### src/rtl/rol_seq_shifter.sv
// rol_seq_shifter: sequential rotate-left unit with a valid/ready handshake on each side.
//   A request (a_i, amt_i) is accepted in IDLE. The operand is then rotated left
//   step by step in SHIFT until the step counter reaches zero. The result is held
//   in DONE until the downstream side accepts it.
// Configuration macro: ROL_STEP2_EN. When it is defined, SHIFT rotates by 2 bits
//   per cycle while the counter is >= 2, and by 1 bit otherwise. The result is
//   the same; only the latency changes.
// Ports:
//   clk_i    in   clock, rising-edge active
//   rst_i    in   synchronous active-high reset
//   valid_i  in   request valid (qualifies a_i, amt_i)
//   ready_o  out  block can accept a request (IDLE)
//   a_i      in   [WIDTH-1:0] operand
//   amt_i    in   [AMT_W-1:0] rotate-left amount
//   valid_o  out  result valid on y_o (DONE)
//   ready_i  in   downstream accepts the result
//   y_o      out  [WIDTH-1:0] rotated result, registered
// WIDTH must be a power of two and at least 2.

module rol_seq_shifter #(
   parameter  int unsigned WIDTH = 4,
   localparam int unsigned AMT_W = $clog2(WIDTH)
) (
   input  logic             clk_i,
   input  logic             rst_i,
   input  logic             valid_i,
   output logic             ready_o,
   input  logic [WIDTH-1:0] a_i,
   input  logic [AMT_W-1:0] amt_i,
   output logic             valid_o,
   input  logic             ready_i,
   output logic [WIDTH-1:0] y_o
);

   typedef enum logic [1:0] {
      IDLE  = 2'd0,
      SHIFT = 2'd1,
      DONE  = 2'd2
   } state_t;

   state_t           r_state;
   logic [WIDTH-1:0] r_data;
   logic [AMT_W-1:0] r_cnt;
   logic             r_valid;
   logic             r_ready;

   state_t           w_state_nx;
   logic [WIDTH-1:0] w_data_nx;
   logic [AMT_W-1:0] w_cnt_nx;

   // Rotate left by n using a doubled copy of the word. This also works for WIDTH=2.
   function automatic logic [WIDTH-1:0] rotl(input logic [WIDTH-1:0] d, input int unsigned n);
      logic [2*WIDTH-1:0] t;
      t = {d, d} << n;
      return t[2*WIDTH-1:WIDTH];
   endfunction

`ifdef ROL_STEP2_EN
   localparam int unsigned CNT_X_W = AMT_W + 1;
   // Zero-extended so that the ">= 2" compare is legal when AMT_W is 1.
   logic [CNT_X_W-1:0] w_cnt_x;
   assign w_cnt_x = {1'b0, r_cnt};
`endif

   // Next-state and datapath update
   always_comb begin
      w_state_nx = r_state;
      w_data_nx  = r_data;
      w_cnt_nx   = r_cnt;
      case (r_state)
         IDLE: begin
            if (valid_i) begin
               w_data_nx  = a_i;
               w_cnt_nx   = amt_i;
               w_state_nx = (amt_i == '0) ? DONE : SHIFT;
            end
         end
         SHIFT: begin
`ifdef ROL_STEP2_EN
            if (w_cnt_x >= CNT_X_W'(2)) begin
               w_data_nx = rotl(r_data, 2);
               w_cnt_nx  = r_cnt - AMT_W'(2);
            end else begin
               w_data_nx = rotl(r_data, 1);
               w_cnt_nx  = r_cnt - AMT_W'(1);
            end
`else
            w_data_nx = rotl(r_data, 1);
            w_cnt_nx  = r_cnt - AMT_W'(1);
`endif
            if (w_cnt_nx == '0) begin
               w_state_nx = DONE;
            end
         end
         DONE: begin
            if (ready_i) begin
               w_state_nx = IDLE;
            end
         end
         default: w_state_nx = IDLE;
      endcase
   end

   // State and datapath registers. Handshake outputs are registered from the next state.
   always_ff @(posedge clk_i) begin
      if (rst_i) begin
         r_state <= IDLE;
         r_data  <= '0;
         r_cnt   <= '0;
         r_valid <= 1'b0;
         r_ready <= 1'b1;
      end else begin
         r_state <= w_state_nx;
         r_data  <= w_data_nx;
         r_cnt   <= w_cnt_nx;
         r_valid <= (w_state_nx == DONE);
         r_ready <= (w_state_nx == IDLE);
      end
   end

   assign ready_o = r_ready;
   assign valid_o = r_valid;
   assign y_o     = r_data;

endmodule

### config.mk
export PLATFORM = sky130hd
export DESIGN_NAME = rol_seq_shifter
export DESIGN_NICKNAME = d
export VERILOG_FILES = /design/src/rtl/rol_seq_shifter.sv
export SDC_FILE = /design/constraint.sdc
export NUM_CORES = 1
export LEC_CHECK = 0
export ABC_AREA = 1
export BUFFER_PORTS_ARGS = -buffer_cell sky130_fd_sc_hd__buf_2
export CAP_MARGIN = 0
export CORE_AREA = 2 2 39 41
export CTS_CLUSTER_DIAMETER = 150
export DETAILED_ROUTE_END_ITERATION = 10
export DIE_AREA = 0 0 41 43
export PLACE_DENSITY_LB_ADDON = 0.3
export SLEW_MARGIN = 20
export SYNTH_ARGS = -nofsm -noshare
export SYNTH_HDL_FRONTEND = slang
export SYNTH_SLANG_ARGS = --single-unit
### constraint.sdc
create_clock -name clk_i -period 1 [get_ports clk_i]
set_input_delay 0.2 -clock clk_i [delete_from_list [all_inputs] [get_ports clk_i]]
set_output_delay 0.2 -clock clk_i [all_outputs]
set_load 0.01 [all_outputs]
=== Yosys cells after proc, flatten, opt, wreduce, memory -nomap -nowiden ===
Index checks and enable logic that the tools add are counted.

* Bits in registers: 10
* Input bits: 10
* Output and inout bits: 6
* Logic and storage cells: 25

* $add $sub $neg: 1
* Eq/ne operators: 4
* Muxes and demuxes: 9
* Reduce and logical (&&, ||, !) cells: 6

{| class="wikitable"
|+ Operator list
! operator !! number
|-
| $mux 2 || 5
|-
| $logic_not 2->1 || 4
|-
| $pmux 4 s2 || 1
|-
| $pmux 2 s3 || 1
|-
| $eq 2x2->1 const B || 2
|-
| $mux 4 || 1
|-
| $pmux 2 s2 || 1
|-
| $eq 2x1->1 const B || 1
|-
| $ne 2x2->1 const B || 1
|-
| $reduce_and 2->1 || 1
|-
| $reduce_bool 2->1 || 1
|-
| $sub 2x1->2 const B || 1
|}

=== Longest topological paths before layout ===
Gate-level depths: netlist of run 1.

* Depth in word-level cells: 5
* Gate-level depth with buffers: 8
* Gate-level depth less buffers: 8

=== Worst setup path after synthesis of run 1 ===
Ideal clock, no wire load.

* Path kind: register -> register
* From: reg r_cnt[1]
* To: reg r_cnt[1]
* Library setup time: 0.130 ns
* Arrival: 0.853 ns
* Data required time: 0.870 ns
* Setup slack: 0.017 ns
* Stages on the path, launching flop included: 6
* Buffers on the path: 0
* Clock period less this slack: 0.983 ns
* Cells stage by stage: dfxtp_1 inv_1 ha_1 nand3b_1 nand3_1 a21oi_1

* Cells in the longest elaborated chain, start to end: 2

{| class="wikitable"
|+ Ends and longest elaborated chain
! what !! RTL line !! RTL
|-
| start: declaration || 43 || <nowiki>logic [AMT_W-1:0] r_cnt;</nowiki>
|-
| start signal: assignment || 115 || <nowiki>r_cnt <= w_cnt_nx;</nowiki>
|-
| $sub 2x1->2 || 89 || <nowiki>w_cnt_nx = r_cnt - AMT_W'(1);</nowiki>
|-
| $pmux 2 s2 || 70 || <nowiki>case (r_state)</nowiki>
|}

Every way passes these cells.
A chain may end at the register's enable or synchronous reset.

=== Final worst setup path of run 1 ===
* From: reg r_cnt[0]
* To: reg r_cnt[1]

Same word-level chain as after synthesis.

==> run metrics, run 1 <==
area leader, netlist dfxtp_1; clock latency on the worst-skew pair 270 ps; floorplan core area 1380 µm²; category of cells accounting for the largest share of critical-path delay flip-flops; remaining antenna violation count 0; Setup Skew 7.34 ps; number of clock sinks 10; count of buffers added by post-CTS timing repair for setup 0; Clk pin slew, worst setup/hold paths 70 ps; root buffer selected by CTS clkbuf_4; type of origin of the critical path register; Post-Syn Area per Cell 6.67 µm²; summed negative setup slack over all endpoints -8.74 ps; violations in the final reports negative setup slack; simple-gate share of the synthesized area 38.0%; Final Cycle Share 101%; number of stages on the worst setup path 4; Gate Count Post-Synth 78; xor/xnor cell area share of the yosys netlist 0%; CTS tree done; post-synth cell types 14; sink of the worst hold path r_cnt[1]; die height about 43 µm; minimum clock period after layout 1010 ps; setup repair after global routing missed its margin yes; start point of the worst min-delay path rst_i; share of synthesized cell area in full adder, half adder and majority cells 2.40%; total of hold buffers inserted after clock tree synthesis 0; Max transition margin 88.8%; number of cells on the worst hold path 2; register-to-register setup slack -9 ps; Wirelength per Cell 9.60 µm; effective utilization at floorplan between 30% and 40%; grt total ovfl 0; peak per-stage delay on the critical path 380 ps; number of violations of the max-capacitance limit 0; Synth Net Count 89; sum of routed wire length over all layers 1080 µm; wire length of the first global-routing pass 1680 µm; Area growth syn-to-layout 29.1%; async set or reset register ratio after synthesis 0%; most frequent cell after synthesis nand2_1; sum of buffers and inverters on the critical path 0; number of nets in the layout ~110; number of register bits inferred by synthesis 10; ratio of cells with drive above 1 in the final layout 36.5%; post-synthesis compound-gate area fraction 6.73%; number of DRC violations after detailed-routing iteration 0 9; mux share of post-synthesis cell area 0%; cell at the slowest stage of the critical path dfxtp_1; number of remaining DRC errors 0; number of vias in the routed layout 513; post-layout instance area 672 µm²; Worst Path Arrival ~1200 ps; sequence of cells on the critical path ha_4 -> nand3b_1 -> nand3_2 -> a21oi_2; number of flops mapped to enable cells by yosys 0; Critical Setup Path Class reg2reg; proportion of synthesized chip area in sequential cells 38.5%; Worst EP required approximately 1200 ps; setup-violating endpoint count in the final report 1; depth of the most critical reg-to-reg path 4; worst path setup slack after routing -8.74 ps; combinational family with the most area after synthesis simple AND/OR/NAND/NOR gates; Post-Synthesis Cell Area 520 µm²; global router's overall resource usage roughly 15%; number of top-level design ports 16; via count of the first global-routing pass 432; Final Wtd Congestion between 0.7 and 0.8; hold crit path type in2reg; kind of capture point of the worst setup path register; status complete, but fails checks; share of Yosys cell area claimed by the top area cell type 38.5%; pin count of the biggest net entering global routing 10; maximum ir drop on the vdd rail 0.648 mV; drt via density 4.58; prevailing post-synth register cell dfxtp_1; Total Power Consumption 1.02 mW; worst r2r dst r_cnt[1]; Pwr per Cell Area approximately 1500 nW/µm²; initial antenna violation count 0; detailed placer's ending HPWL 776 µm; leakage power figure between 0.3 and 0.4 nW; highest fanout seen on the critical path 2; IO Port Bufs 15; FP Rows 14; Final Hold Viols 0; reg2reg start r_cnt[0]; drt pass-1 iters 6; maximum clock insertion buffer count 2; maximum operating frequency just under 1 GHz; total cell area at the placement stage 616 µm²; biggest area contributors in the synthesized netlist dfxtp_1, nand2_1, inv_1; Total Die Area roughly 1800 µm²; overall die width 41 µm; Tightest Pin Transition around 170 ps; count of antenna diodes in the layout 0; number of clock buffers inserted by TritonCTS 3; hold slack 189 ps; number of pins exceeding their max-slew limit in the final report 0; YS warnings 0; H-Tree Depth 1; top cells by count, synth nand2_1, inv_1, dfxtp_1, nand3_1, nor2_1
==> metal layers <==
metal	up-vias	part of all wire, %	GRT usage [%]
met2	18	41	20.0
met1	211	49	19.2
met5	-	0	0
met4	0	3.9	14.0
li1	279	-	-
met3	5	6.0	3.14
==> logic make-up after synthesis <==
group | count (synthesis)
adder cells (fa/ha/maj) | 1
flip-flops | 10
buffers and inverters | 18
AO/OA/AOI/OAI | 7
AND/OR/NAND/NOR | 42
==> per-stage QoR <==
step	worst slack, ps	cells	util, %
2_1_floorplan	17.1	78	-
3_3_place_gp	-12.9	109	44.5
3_5_place_dp	-32.7	109	44.5
4_1_cts	10.6	112	47.6
5_1_grt	-62.4	112	48.6
6_report	-8.74	112	48.6
==> cells in the final DEF (no fill, tap or decap), types with 2 or more instances in the layout <==
cell type and instances:
a21oi_1 4, nand2_1 18, inv_2 2, buf_2 15, clkbuf_4 3, o21ai_0 2, nand3_1 8, buf_4 2
inv_1 13, nor2_2 2, dfxtp_2 4, nand2_4 2, dfxtp_1 6, nand3b_1 3, nor2_1 7
==> how the worst max path moves through the flow <==
stage | from | endpoint
6_report | r_cnt[0] | r_cnt[1]
5_1_grt | r_state[1] | ready_o
4_1_cts | r_state[1] | ready_o
3_5_place_dp | r_cnt[1] | ready_o
3_3_place_gp | r_state[0] | ready_o
2_1_floorplan | r_cnt[1] | r_cnt[1]
==> layout make-up <==
cell class,instances,area (µm²)
clock buffers,3,22.5
well taps,16,20.0
fillers,150,712
flip-flops and latches,10,205
multi-input cells,50,272
inverters,16,62.6
repair buffers,17,90.1
==> sequential cells by signal (all words and copies together), names as in the netlist <==
signal and cells:
r_cnt 2, r_state 2, valid_o 1, y_o 4, ready_o 1
==> where the power goes <==
part	leakage [nW]	switching [mW]	internal, mW
logic	0.261	0.148	0.115
clock network	0.0138	0.142	0.139
registers	0.0840	0.0307	0.443
==> timing repair <==
action | in CTS | in global routing
pin swaps | 1 | 1
endpoints found under the setup margin | 4 | 10
resized for setup | 7 | 4
(Power assumes the default switching activity.)
==> run 2, diff against run 1 <==
==> constraint.sdc (replaced) <==
create_clock -name clk_i -period 1 [get_ports clk_i]
set_input_delay 0.2 -clock clk_i [delete_from_list [all_inputs] [get_ports clk_i]]
set_output_delay 0.2 -clock clk_i [all_outputs]
set_load 0.1 [all_outputs]
==> run metrics, run 2 (same netlist as run 1, synthesis figures left out) <==
status finished clean; type of origin of the critical path register; Final Cycle Share 99.7%; die height between 40 and 50 µm; number of pins exceeding their max-slew limit in the final report 0; minimum clock period after layout 997 ps; pin count of the biggest net entering global routing 10; portion of total power attributed to sequential cells a little over a third; effective utilization at floorplan between 30% and 40%; setup repair after global routing missed its margin yes; Tightest Pin Transition 172 ps; met1 Usage GRT 18.6%; setup-violating endpoint count in the final report 0; Worst EP required 800 ps; leakage power figure approximately 0.42 nW; switch share 36.8%; count of antenna diodes in the layout 0; cell at the slowest stage of the critical path dfxtp_2; global router's overall resource usage 15.1%; met3 GRT Util 3.14%; peak per-stage delay on the critical path 350 ps; number of violations of the max-capacitance limit 0; Final Wtd Congestion 0.840; Pwr per Cell Area 1670 nW/µm²; clock latency on the worst-skew pair roughly 270 ps; Final Hold Viols 0; floorplan core area 1380 µm²; category of cells accounting for the largest share of critical-path delay flip-flops; power share of the combinational group 38.0%; met2 track demand over resource 22.5%; highest fanout seen on the critical path 2; detailed placer's ending HPWL around 770 µm; number of DRC violations after detailed-routing iteration 0 7; Worst Path Arrival 800 ps; FP Rows 14; hold crit path type in2reg; max reg flops 4; maximum ir drop on the vdd rail 0.963 mV; worst path setup slack after routing 3.00 ps; Critical Setup Path Class reg2out; number of vias in the routed layout 524; wire length of the first global-routing pass 1790 µm; overall die width 41 µm; CTS tree done; leading cell types in the layout, fill and taps excluded nand2_1, inv_1, nand3_1, buf_2, nor2_1; kind of capture point of the worst setup path output port; via count of the first global-routing pass 470; final core utilization 60.2%; post-layout instance area 833 µm²; Max transition margin 88.5%; H-Tree Depth 1; most frequent standard cell in the layout excluding fill and tap cells nand2_1; remaining antenna violation count 0; Area growth syn-to-layout 60.1%; total of hold buffers inserted after clock tree synthesis 0; switching power 511 µW; Total Die Area 1760 µm²; number of clock sinks 10; total cell area at the placement stage 728 µm²; busiest metal layer after global routing met2; sequence of cells on the critical path buf_12; number of clock buffers inserted by TritonCTS 3; ratio of cells with drive above 1 in the final layout 43.6%; drt pass-1 iters 4; sum of routed wire length over all layers 1100 µm; IO Port Bufs 15; number of nets in the layout 113; Wirelength per Cell 9.38 µm; drt via density 4.48; Clk pin slew, worst setup/hold paths 70 ps; maximum clock insertion buffer count 2; Setup Skew 2.40 ps; maximum operating frequency around 1.0 GHz; initial antenna violation count 0; sum of buffers and inverters on the critical path 1; root buffer selected by CTS clkbuf_4; minimum setup slack after placement -27.8 ps; Clock Power Share 26.4%; number of remaining DRC errors 0; grt total ovfl 0; number of top-level design ports 16; Int Power 880 µW
run 2: changes by cell type in the layout (fill, tap and decap cells not counted), sizes merged:
cell,previous run,this run
buf,17,21
clkbuf,3,4
run 2: cell type report:
| type | instances | area, µm² |
|---|---|---|
| Fill cell | 125 | 551 |
| Multi-Input combinational cell | 50 | 277 |
| Sequential cell | 10 | 225 |
| Timing Repair Buffer | 21 | 210 |
| Inverter | 16 | 65.1 |
| Clock buffer | 4 | 36.3 |
| Tap cell | 16 | 20.0 |
run 2: power by group through the flow:
stage          logic, mW  clock network [mW]  registers (mW)
4_1_cts            0.522               0.375           0.486
6_report           0.529               0.368           0.494
5_1_grt            0.575               0.391           0.499
3_3_place_gp       0.485                   0           0.492
2_1_floorplan      0.166                   0           0.648
3_5_place_dp       0.488                   0           0.492
run 2: stage by stage:
| step | setup TNS, ps | hold slack, ps | total power [mW] | instances |
|---|---|---|---|---|
| after global placement | -56.9 | 450 | 0.977 | 110 |
| after global routing | -208 | 219 | 1.46 | 117 |
| after floorplan | 0 | 400 | 0.814 | 78 |
| after detailed placement | -78.3 | 459 | 0.981 | 110 |
| after CTS | -12.6 | 199 | 1.38 | 117 |
| final | 0 | 205 | 1.39 | 117 |
run 2: routing by layer:
layer	wire length [µm]	vias up
li1	-	285
met1	498	221
met2	507	13
met3	55	5
met4	36	0
met5	0	-
run 2: timing repair:
action / in CTS / in global routing
resized for setup: 4 / 10
gates cloned: 0 / 0
setup endpoints to repair: 8 / 15
buffers inserted: 3 / 0
pin swaps: 3 / 5
run 2: path summary, 6_finish.rpt:
kind                                 end      from  slack [ps]  depth (start not counted)
worst max-delay path              y_o[2]    y_o[2]           3                          1
worst min-delay path              y_o[0]     rst_i         200                          2
worst max register to register  r_cnt[1]  r_cnt[1]          30                          5
worst min register to register  r_cnt[1]  r_cnt[1]         470                          2
